===== src/rtl/data_bus_arbiter_if.sv =====
// Master-side and memory-side signals of the shared data bus arbiter.
// The slave modport is the arbiter's view; the master modport is the requesters'/memory view.
interface data_bus_arbiter_if;
    logic        m0_req;
    logic        m0_we;
    logic [31:0] m0_address;
    logic [31:0] m0_write_data;
    logic [2:0]  m0_format;
    logic        m0_ready;
    logic [31:0] m0_read_data;

    logic        m1_req;
    logic        m1_we;
    logic [31:0] m1_address;
    logic [31:0] m1_write_data;
    logic [2:0]  m1_format;
    logic        m1_ready;
    logic [31:0] m1_read_data;

    logic        mem_read_enable;
    logic        mem_write_enable;
    logic [31:0] mem_address;
    logic [31:0] mem_write_data;
    logic [2:0]  mem_format;
    logic [31:0] mem_data_fetched;

    logic [1:0]  grant;

    modport slave (
        input  m0_req, m0_we, m0_address, m0_write_data, m0_format,
        output m0_ready, m0_read_data,
        input  m1_req, m1_we, m1_address, m1_write_data, m1_format,
        output m1_ready, m1_read_data,
        output mem_read_enable, mem_write_enable, mem_address, mem_write_data, mem_format,
        input  mem_data_fetched,
        output grant
    );

    modport master (
        output m0_req, m0_we, m0_address, m0_write_data, m0_format,
        input  m0_ready, m0_read_data,
        output m1_req, m1_we, m1_address, m1_write_data, m1_format,
        input  m1_ready, m1_read_data,
        input  mem_read_enable, mem_write_enable, mem_address, mem_write_data, mem_format,
        output mem_data_fetched,
        input  grant
    );
endinterface


===== src/rtl/data_bus_arbiter.sv =====
// Two-master arbiter/sequencer for the data memory bus; round-robin, or fixed m0 priority with DATA_BUS_ARBITER_FIXED_PRIORITY_EN.
// Latency: strobe 1 cycle after req sampled, ready 2 (write) or 2+READ_LATENCY (read) cycles after.
// Backpressure: one transaction in flight; requests are only sampled in IDLE, the loser simply keeps req high.
module data_bus_arbiter #(
    parameter int READ_LATENCY = 1
) (
    input  logic               clock,
    input  logic               reset,
    data_bus_arbiter_if.slave  bus
);

    localparam logic [2:0] LAT_LOAD = 3'(READ_LATENCY);

    generate
        if (READ_LATENCY < 1 || READ_LATENCY > 4) begin : g_bad_latency
            $error("data_bus_arbiter: READ_LATENCY must be 1..4");
        end
    endgenerate

    typedef enum logic [1:0] {
        IDLE  = 2'd0,
        ISSUE = 2'd1,
        WAIT  = 2'd2,
        DONE  = 2'd3
    } state_t;

    state_t      state;
    state_t      state_nxt;

    logic        any_req;
    logic        pick_m1;
    logic        start_txn;
    logic        cnt_done;
    logic        finish;
    logic        owner_m1;
    logic        cmd_we;
    logic [2:0]  lat_cnt;

    logic        sel_we;
    logic [31:0] sel_address;
    logic [31:0] sel_write_data;
    logic [2:0]  sel_format;

    assign any_req = bus.m0_req | bus.m1_req;

`ifdef DATA_BUS_ARBITER_FIXED_PRIORITY_EN
    assign pick_m1 = bus.m1_req & ~bus.m0_req;
`else
    logic last_m1;

    // On a tie the master that was not granted last wins.
    assign pick_m1 = bus.m1_req & (~bus.m0_req | ~last_m1);

    always_ff @(posedge clock) begin
        if (reset) begin
            last_m1 <= 1'b1;
        end else if (start_txn) begin
            last_m1 <= pick_m1;
        end
    end
`endif

    assign sel_we         = pick_m1 ? bus.m1_we         : bus.m0_we;
    assign sel_address    = pick_m1 ? bus.m1_address    : bus.m0_address;
    assign sel_write_data = pick_m1 ? bus.m1_write_data : bus.m0_write_data;
    assign sel_format     = pick_m1 ? bus.m1_format     : bus.m0_format;

    assign cnt_done = (lat_cnt == 3'd1);
    assign finish   = ((state == ISSUE) && cmd_we) || ((state == WAIT) && cnt_done);

    always_ff @(posedge clock) begin
        if (reset) begin
            state <= IDLE;
        end else begin
            state <= state_nxt;
        end
    end

    always_comb begin
        state_nxt = state;
        start_txn = 1'b0;
        case (state)
            IDLE: begin
                if (any_req) begin
                    start_txn = 1'b1;
                    state_nxt = ISSUE;
                end
            end
            ISSUE:   state_nxt = cmd_we ? DONE : WAIT;
            WAIT:    if (cnt_done) state_nxt = DONE;
            DONE:    state_nxt = IDLE;
            default: state_nxt = IDLE;
        endcase
    end

    // The mem_* fields are loaded on the IDLE->ISSUE edge so they are registered and
    // valid during ISSUE, then simply hold until the next transaction.
    always_ff @(posedge clock) begin
        if (reset) begin
            owner_m1             <= 1'b0;
            cmd_we               <= 1'b0;
            lat_cnt              <= 3'd0;
            bus.grant            <= 2'b00;
            bus.mem_read_enable  <= 1'b0;
            bus.mem_write_enable <= 1'b0;
            bus.mem_address      <= 32'd0;
            bus.mem_write_data   <= 32'd0;
            bus.mem_format       <= 3'd0;
            bus.m0_ready         <= 1'b0;
            bus.m1_ready         <= 1'b0;
            bus.m0_read_data     <= 32'd0;
            bus.m1_read_data     <= 32'd0;
        end else begin
            bus.mem_read_enable  <= start_txn & ~sel_we;
            bus.mem_write_enable <= start_txn &  sel_we;
            bus.m0_ready         <= finish & ~owner_m1;
            bus.m1_ready         <= finish &  owner_m1;

            if (start_txn) begin
                owner_m1           <= pick_m1;
                cmd_we             <= sel_we;
                bus.grant          <= pick_m1 ? 2'b10 : 2'b01;
                bus.mem_address    <= sel_address;
                bus.mem_write_data <= sel_write_data;
                bus.mem_format     <= sel_format;
            end else if (state == DONE) begin
                bus.grant <= 2'b00;
            end

            if (state == ISSUE) begin
                lat_cnt <= LAT_LOAD;
            end else if (state == WAIT) begin
                lat_cnt <= lat_cnt - 3'd1;
            end

            if ((state == WAIT) && cnt_done) begin
                if (owner_m1) begin
                    bus.m1_read_data <= bus.mem_data_fetched;
                end else begin
                    bus.m0_read_data <= bus.mem_data_fetched;
                end
            end
        end
    end

endmodule


===== src/flat_wrapper.sv =====
// flat-port wrapper written by rule: the top's interface ports become plain ports
module data_bus_arbiter_flat 
#(
    parameter int READ_LATENCY = 1
)
  (clock, reset, bus_m0_req, bus_m0_we, bus_m0_address, bus_m0_write_data, bus_m0_format, bus_m0_ready, bus_m0_read_data, bus_m1_req, bus_m1_we, bus_m1_address, bus_m1_write_data, bus_m1_format, bus_m1_ready, bus_m1_read_data, bus_mem_read_enable, bus_mem_write_enable, bus_mem_address, bus_mem_write_data, bus_mem_format, bus_mem_data_fetched, bus_grant);
  data_bus_arbiter_if bus_i ();
  input  logic clock;
  input  logic reset;
  input wire logic [$bits(bus_i.m0_req)-1:0] bus_m0_req;
  input wire logic [$bits(bus_i.m0_we)-1:0] bus_m0_we;
  input wire logic [$bits(bus_i.m0_address)-1:0] bus_m0_address;
  input wire logic [$bits(bus_i.m0_write_data)-1:0] bus_m0_write_data;
  input wire logic [$bits(bus_i.m0_format)-1:0] bus_m0_format;
  output wire logic [$bits(bus_i.m0_ready)-1:0] bus_m0_ready;
  output wire logic [$bits(bus_i.m0_read_data)-1:0] bus_m0_read_data;
  input wire logic [$bits(bus_i.m1_req)-1:0] bus_m1_req;
  input wire logic [$bits(bus_i.m1_we)-1:0] bus_m1_we;
  input wire logic [$bits(bus_i.m1_address)-1:0] bus_m1_address;
  input wire logic [$bits(bus_i.m1_write_data)-1:0] bus_m1_write_data;
  input wire logic [$bits(bus_i.m1_format)-1:0] bus_m1_format;
  output wire logic [$bits(bus_i.m1_ready)-1:0] bus_m1_ready;
  output wire logic [$bits(bus_i.m1_read_data)-1:0] bus_m1_read_data;
  output wire logic [$bits(bus_i.mem_read_enable)-1:0] bus_mem_read_enable;
  output wire logic [$bits(bus_i.mem_write_enable)-1:0] bus_mem_write_enable;
  output wire logic [$bits(bus_i.mem_address)-1:0] bus_mem_address;
  output wire logic [$bits(bus_i.mem_write_data)-1:0] bus_mem_write_data;
  output wire logic [$bits(bus_i.mem_format)-1:0] bus_mem_format;
  input wire logic [$bits(bus_i.mem_data_fetched)-1:0] bus_mem_data_fetched;
  output wire logic [$bits(bus_i.grant)-1:0] bus_grant;
  assign bus_i.m0_req = bus_m0_req;
  assign bus_i.m0_we = bus_m0_we;
  assign bus_i.m0_address = bus_m0_address;
  assign bus_i.m0_write_data = bus_m0_write_data;
  assign bus_i.m0_format = bus_m0_format;
  assign bus_m0_ready = bus_i.m0_ready;
  assign bus_m0_read_data = bus_i.m0_read_data;
  assign bus_i.m1_req = bus_m1_req;
  assign bus_i.m1_we = bus_m1_we;
  assign bus_i.m1_address = bus_m1_address;
  assign bus_i.m1_write_data = bus_m1_write_data;
  assign bus_i.m1_format = bus_m1_format;
  assign bus_m1_ready = bus_i.m1_ready;
  assign bus_m1_read_data = bus_i.m1_read_data;
  assign bus_mem_read_enable = bus_i.mem_read_enable;
  assign bus_mem_write_enable = bus_i.mem_write_enable;
  assign bus_mem_address = bus_i.mem_address;
  assign bus_mem_write_data = bus_i.mem_write_data;
  assign bus_mem_format = bus_i.mem_format;
  assign bus_i.mem_data_fetched = bus_mem_data_fetched;
  assign bus_grant = bus_i.grant;
  data_bus_arbiter #(.READ_LATENCY(READ_LATENCY)) u_core (.clock(clock), .reset(reset), .bus(bus_i));
endmodule

===== config.mk =====
export PLATFORM = sky130hd
export DESIGN_NAME = data_bus_arbiter_flat
export DESIGN_NICKNAME = d
export VERILOG_FILES = /design/src/rtl/data_bus_arbiter_if.sv /design/src/rtl/data_bus_arbiter.sv /design/src/flat_wrapper.sv
export SDC_FILE = /design/constraint.sdc
export NUM_CORES = 1
export LEC_CHECK = 0
export CORE_MARGIN = 2
export CORE_UTILIZATION = 39
export DETAILED_ROUTE_END_ITERATION = 10
export PLACE_DENSITY = 0.81
export SYNTH_ARGS = -nofsm -noshare
export SYNTH_HDL_FRONTEND = slang
export SYNTH_SLANG_ARGS = --single-unit

===== constraint.sdc =====
create_clock -name clock -period 2.4 [get_ports clock]
set_clock_uncertainty 0.2 [all_clocks]
set_input_delay 0.36 -clock clock [delete_from_list [all_inputs] [get_ports clock]]
set_output_delay 0.36 -clock clock [all_outputs]
set_load 0.01 [all_outputs]

==> reports/summary.log, run 1 <==
qor: status.run_status complete, no violations
qor: synthesis.synth_cells 590
qor: synthesis.mappedNetlistArea 5607 µm²
qor: synthesis.synth_top_cells_by_area sky130_fd_sc_hd__dfxtp_1, sky130_fd_sc_hd__a221o_1, sky130_fd_sc_hd__nor3b_1, sky130_fd_sc_hd__nand2_1, sky130_fd_sc_hd__a21oi_1
qor: clock_tree.clk-insertion-delay-late 0.41 ns
qor: placed_design.pre_cts_ws -0.2570 ns
qor: layout.layout.cell_area.non_filler 9525 µm²
qor: sta.fin_tns_setup 0 ns
qor: placed_design.number_of_port_buffers 308
qor: routing.top_signal_layer_used met4
qor: floorplanning.floorplan.rows 43
qor: layout.insertedDiodeCount 0
qor: global_route.grt_overflow 0
qor: clock_tree.post_cts.resized_instances 0
qor: placed_design.hpwl_after_dpl 13420 µm
qor: synthesis.synthDistinctLibCells 37
qor: floorplanning.dieWidth 123.9 µm
qor: routing.route.vias.total 5626
qor: synthesis.ys_seq_elements 145
qor: clock_tree.clk_root_buffer_cell sky130_fd_sc_hd__clkbuf_16
qor: synthesis.postSynth.topFlopCell sky130_fd_sc_hd__dfxtp_1
qor: routing.drt_first_pass_iters 7
qor: clock_tree.cts_htree_levels 4
qor: routing.wire_per_inst 17.68 µm
qor: sta.slew_viol_final 0
qor: clock_tree.clock-sinks 145
qor: routing.drt-vias-per-instance 5.233
qor: hold_path.hold_depth 2
qor: floorplanning.dieHeight 123.9 µm
qor: synthesis.most_common_cell_in_the_synthesized_netlist sky130_fd_sc_hd__dfxtp_1
qor: critical_path.timing_worst_setup_path_type reg -> reg
qor: critical_path.crit_path_top_delay_cell sky130_fd_sc_hd__nor3_2
qor: routing.remaining_drc_errors 0
qor: critical_path.timing.critical_path.to_type register
qor: synthesis.synthesis.nets 768
qor: critical_path.critical_path_required 2.56 ns
qor: synthesis.sequential_area_share_after_synthesis 51.77%
qor: global_route.grt_start_max_net_pins 146
qor: synthesis.syn_avg_cell_area 9.503 µm²
qor: placed_design.routabilityCongestion 0.8608
qor: layout.finish.net_count 1060
qor: sta.min_period_over_period 88.69%
qor: power.highest_ir_drop_seen_on_vdd 0.5571 mV
qor: placed_design.post_dp_cell_area 8861 µm²
qor: layout.final_cell_count_no_fill 1075
qor: global_route.global_route_wire_length_before_repair 27790 µm
qor: hold_path.hold_path_class reg -> reg
qor: floorplanning.core_area 13990 µm²
qor: critical_path.worstPathMaxFanout 13
qor: floorplanning.start_util 40.08%
qor: global_route.grt_pass1_vias 5304
qor: sta.finalSetupViolations 0
qor: floorplanning.die_area 15350 µm²
qor: critical_path.timing.reg2reg.worst_path_depth 5
qor: clock_tree.cts-buffers-inserted 17
qor: sta.slew-limit-headroom 29.19%
qor: synthesis.number_of_flops_mapped_to_enable_cells_by_yosys 0
qor: critical_path.cp_slowest_stage_delay 0.89 ns
qor: sta.maxClockFrequency 0.4698 GHz
qor: sta.setup_slack_after_layout 0.2714 ns
qor: routing.drt_iter0_drc 340
qor: synthesis.cell_taking_the_most_area_after_synthesis sky130_fd_sc_hd__dfxtp_1
qor: critical_path.cp-start-kind register
qor: power.power.density_cell_area 904.4 nW/µm²
qor: routing.postRouteWirelength 19010 µm
qor: synthesis.netlist.area_leader.share 51.77%
qor: routing.met2WireLength 9241 µm
qor: sta.worstMarginPinSlew 1.056 ns
qor: clock_tree.hold_buffers 0
qor: critical_path.critPathArrivalTime 2.29 ns
qor: layout.syn_to_final_growth 69.90%
qor: power.p_total 8.615 mW
qor: routing.met3WireLength 1894 µm
qor: synthesis.synth-async-reset-ratio 0%
qor: global_route.grt_antenna_before_repair 0
qor: synthesis.synth_commonest_cells sky130_fd_sc_hd__dfxtp_1, sky130_fd_sc_hd__nand2_1, sky130_fd_sc_hd__a21oi_1, sky130_fd_sc_hd__a221o_1, sky130_fd_sc_hd__nor3b_1
qor: clock_tree.clk_pin_slew 0.06 ns
qor: synthesis.yosys_warnings 0
qor: clock_tree.cts.path.max_buffers 2
qor: power.p_leak 3.381 nW
qor: critical_path.cp_cell_sequence inv_1 -> ha_1 -> nand2_1 -> nor3_2 -> a221o_1
qor: placed_design.dp_cells 1042
qor: clock_tree.cts_tree built
qor: routing.wl_met1 7137 µm
qor: sta.grt_setup_unrepaired no
qor: flow_run.count_of_max_cap_constraint_violations 0
qor: routing.detail-route-antenna-nets 0
qor: floorplanning.number_of_top_level_pins 309
qor: global_route.grt_usage 23.76%
qor: clock_tree.cts.repair_timing.setup_buffer_count 0
qor: layout.drive_gt1_share 6.592%
qor: sta.timing_hold_violations_final 0
qor: sta.min_period 2.129 ns
[routing by layer]
metal	global-route usage, %	vias to the layer above
met5	0	-
li1	-	2711
met1	26.39	2619
met2	39.49	252
met3	9.386	44
met4	11.94	0
[cell families after synthesis]
family,count (synthesis),share of synthesized area [%]
AO/OA/AOI/OAI,148,19.84
buffers and inverters,60,5.400
flip-flops,145,51.77
multiplexers,2,0.3571
AND/OR/NAND/NOR,228,21.13
XOR/XNOR,1,0.1562
adder cells (fa/ha/maj),6,1.339
[power breakdown]
| part | switching, mW | internal (mW) | leakage [nW] |
|---|---|---|---|
| combinational | 1.21 | 1.48 | 1.88 |
| sequential | 0.210 | 2.81 | 1.18 |
| clock | 1.05 | 1.86 | 0.319 |
| total | 2.47 | 6.14 | 3.38 |
[final timing paths]
check	start	to	slack [ns]
setup / recovery	u_core.state[0]	u_core.bus.mem_address[16]	0.27
hold / removal	u_core.bus.m0_read_data[16]	u_core.bus.m0_read_data[16]	0.25
setup reg to reg	u_core.state[0]	u_core.bus.mem_address[16]	0.27
hold reg to reg	u_core.bus.m0_read_data[16]	u_core.bus.m0_read_data[16]	0.25
[state kept, by name (all words and copies together) (netlist names)]
register                     count
u_core.bus.m0_read_data         32
u_core.bus.m1_read_data         32
u_core.bus.mem_address          32
u_core.bus.mem_write_data       32
u_core.bus.mem_format            3
u_core.lat_cnt                   3
u_core.bus.grant                 2
u_core.state                     2
u_core.bus.m0_ready              1
u_core.bus.m1_ready              1
u_core.bus.mem_read_enable       1
u_core.bus.mem_write_enable      1
u_core.cmd_we                    1
u_core.last_m1                   1
u_core.owner_m1                  1
[area by class of cell]
class / count / area [µm²]
sequential: 145 / 2903
clock buffer: 17 / 425.4
clock inverter: 15 / 229.0
fill: 1111 / 4463
multi-input combinational: 386 / 2435
timing repair buffer: 328 / 3293
inverter: 4 / 15.01
tap: 180 / 225.2
[critical path, delay by kind of cell, from the launching register on]
kind            cells  cell delay [ns]
flops               1             0.31
simple gates        2             1.03
compound gates      1             0.29
buf+inv             1             0.07
fa+ha+maj           1             0.17
[cell usage in the layout, fill, tap and decap left out, drive strengths merged]
| cell type | count |
|---|---|
| inv | 8 |
| a211oi | 3 |
| a22oi | 1 |
| o21a | 1 |
| dfxtp | 145 |
| nor4bb | 1 |
| and3b | 1 |
| xor2 | 1 |
| o21ai | 1 |
| nand2b | 4 |
| ha | 6 |
| a21oi | 68 |
| nand3 | 2 |
| clkbuf | 17 |
| and2b | 1 |
| and4b | 2 |
| a21boi | 1 |
| nand3b | 2 |
| clkinvlp | 1 |
| clkinv | 5 |
| nor2b | 1 |
| nor3 | 4 |
| mux2i | 2 |
| nor2 | 6 |
| buf | 21 |
| clkdlybuf4s50 | 307 |
| nor3b | 68 |
| and2 | 1 |
| a21o | 3 |
| nand4b | 1 |
| a221o | 68 |
| a2111oi | 1 |
| nand4bb | 1 |
| o21ba | 1 |
| nand2 | 134 |
| bufinv | 5 |
[through the flow]
| step | hold slack (ns) | utilization (%) |
|---|---|---|
| finish | 0.2519 | 68.09 |
| global route | 0.2684 | 68.09 |
| CTS | 0.2549 | 68.02 |
| detailed placement | 0.2469 | 63.35 |
| global placement | 0.2408 | 63.35 |
| floorplan | 0.2550 | - |
(Power assumes the default switching activity.)
==> run 2, diff against run 1 <==
CTS_CLUSTER_SIZE = 8   (was not set)
==> results of run 2 <==
No change in the layout: final DEF, timing and power equal those of run 1.
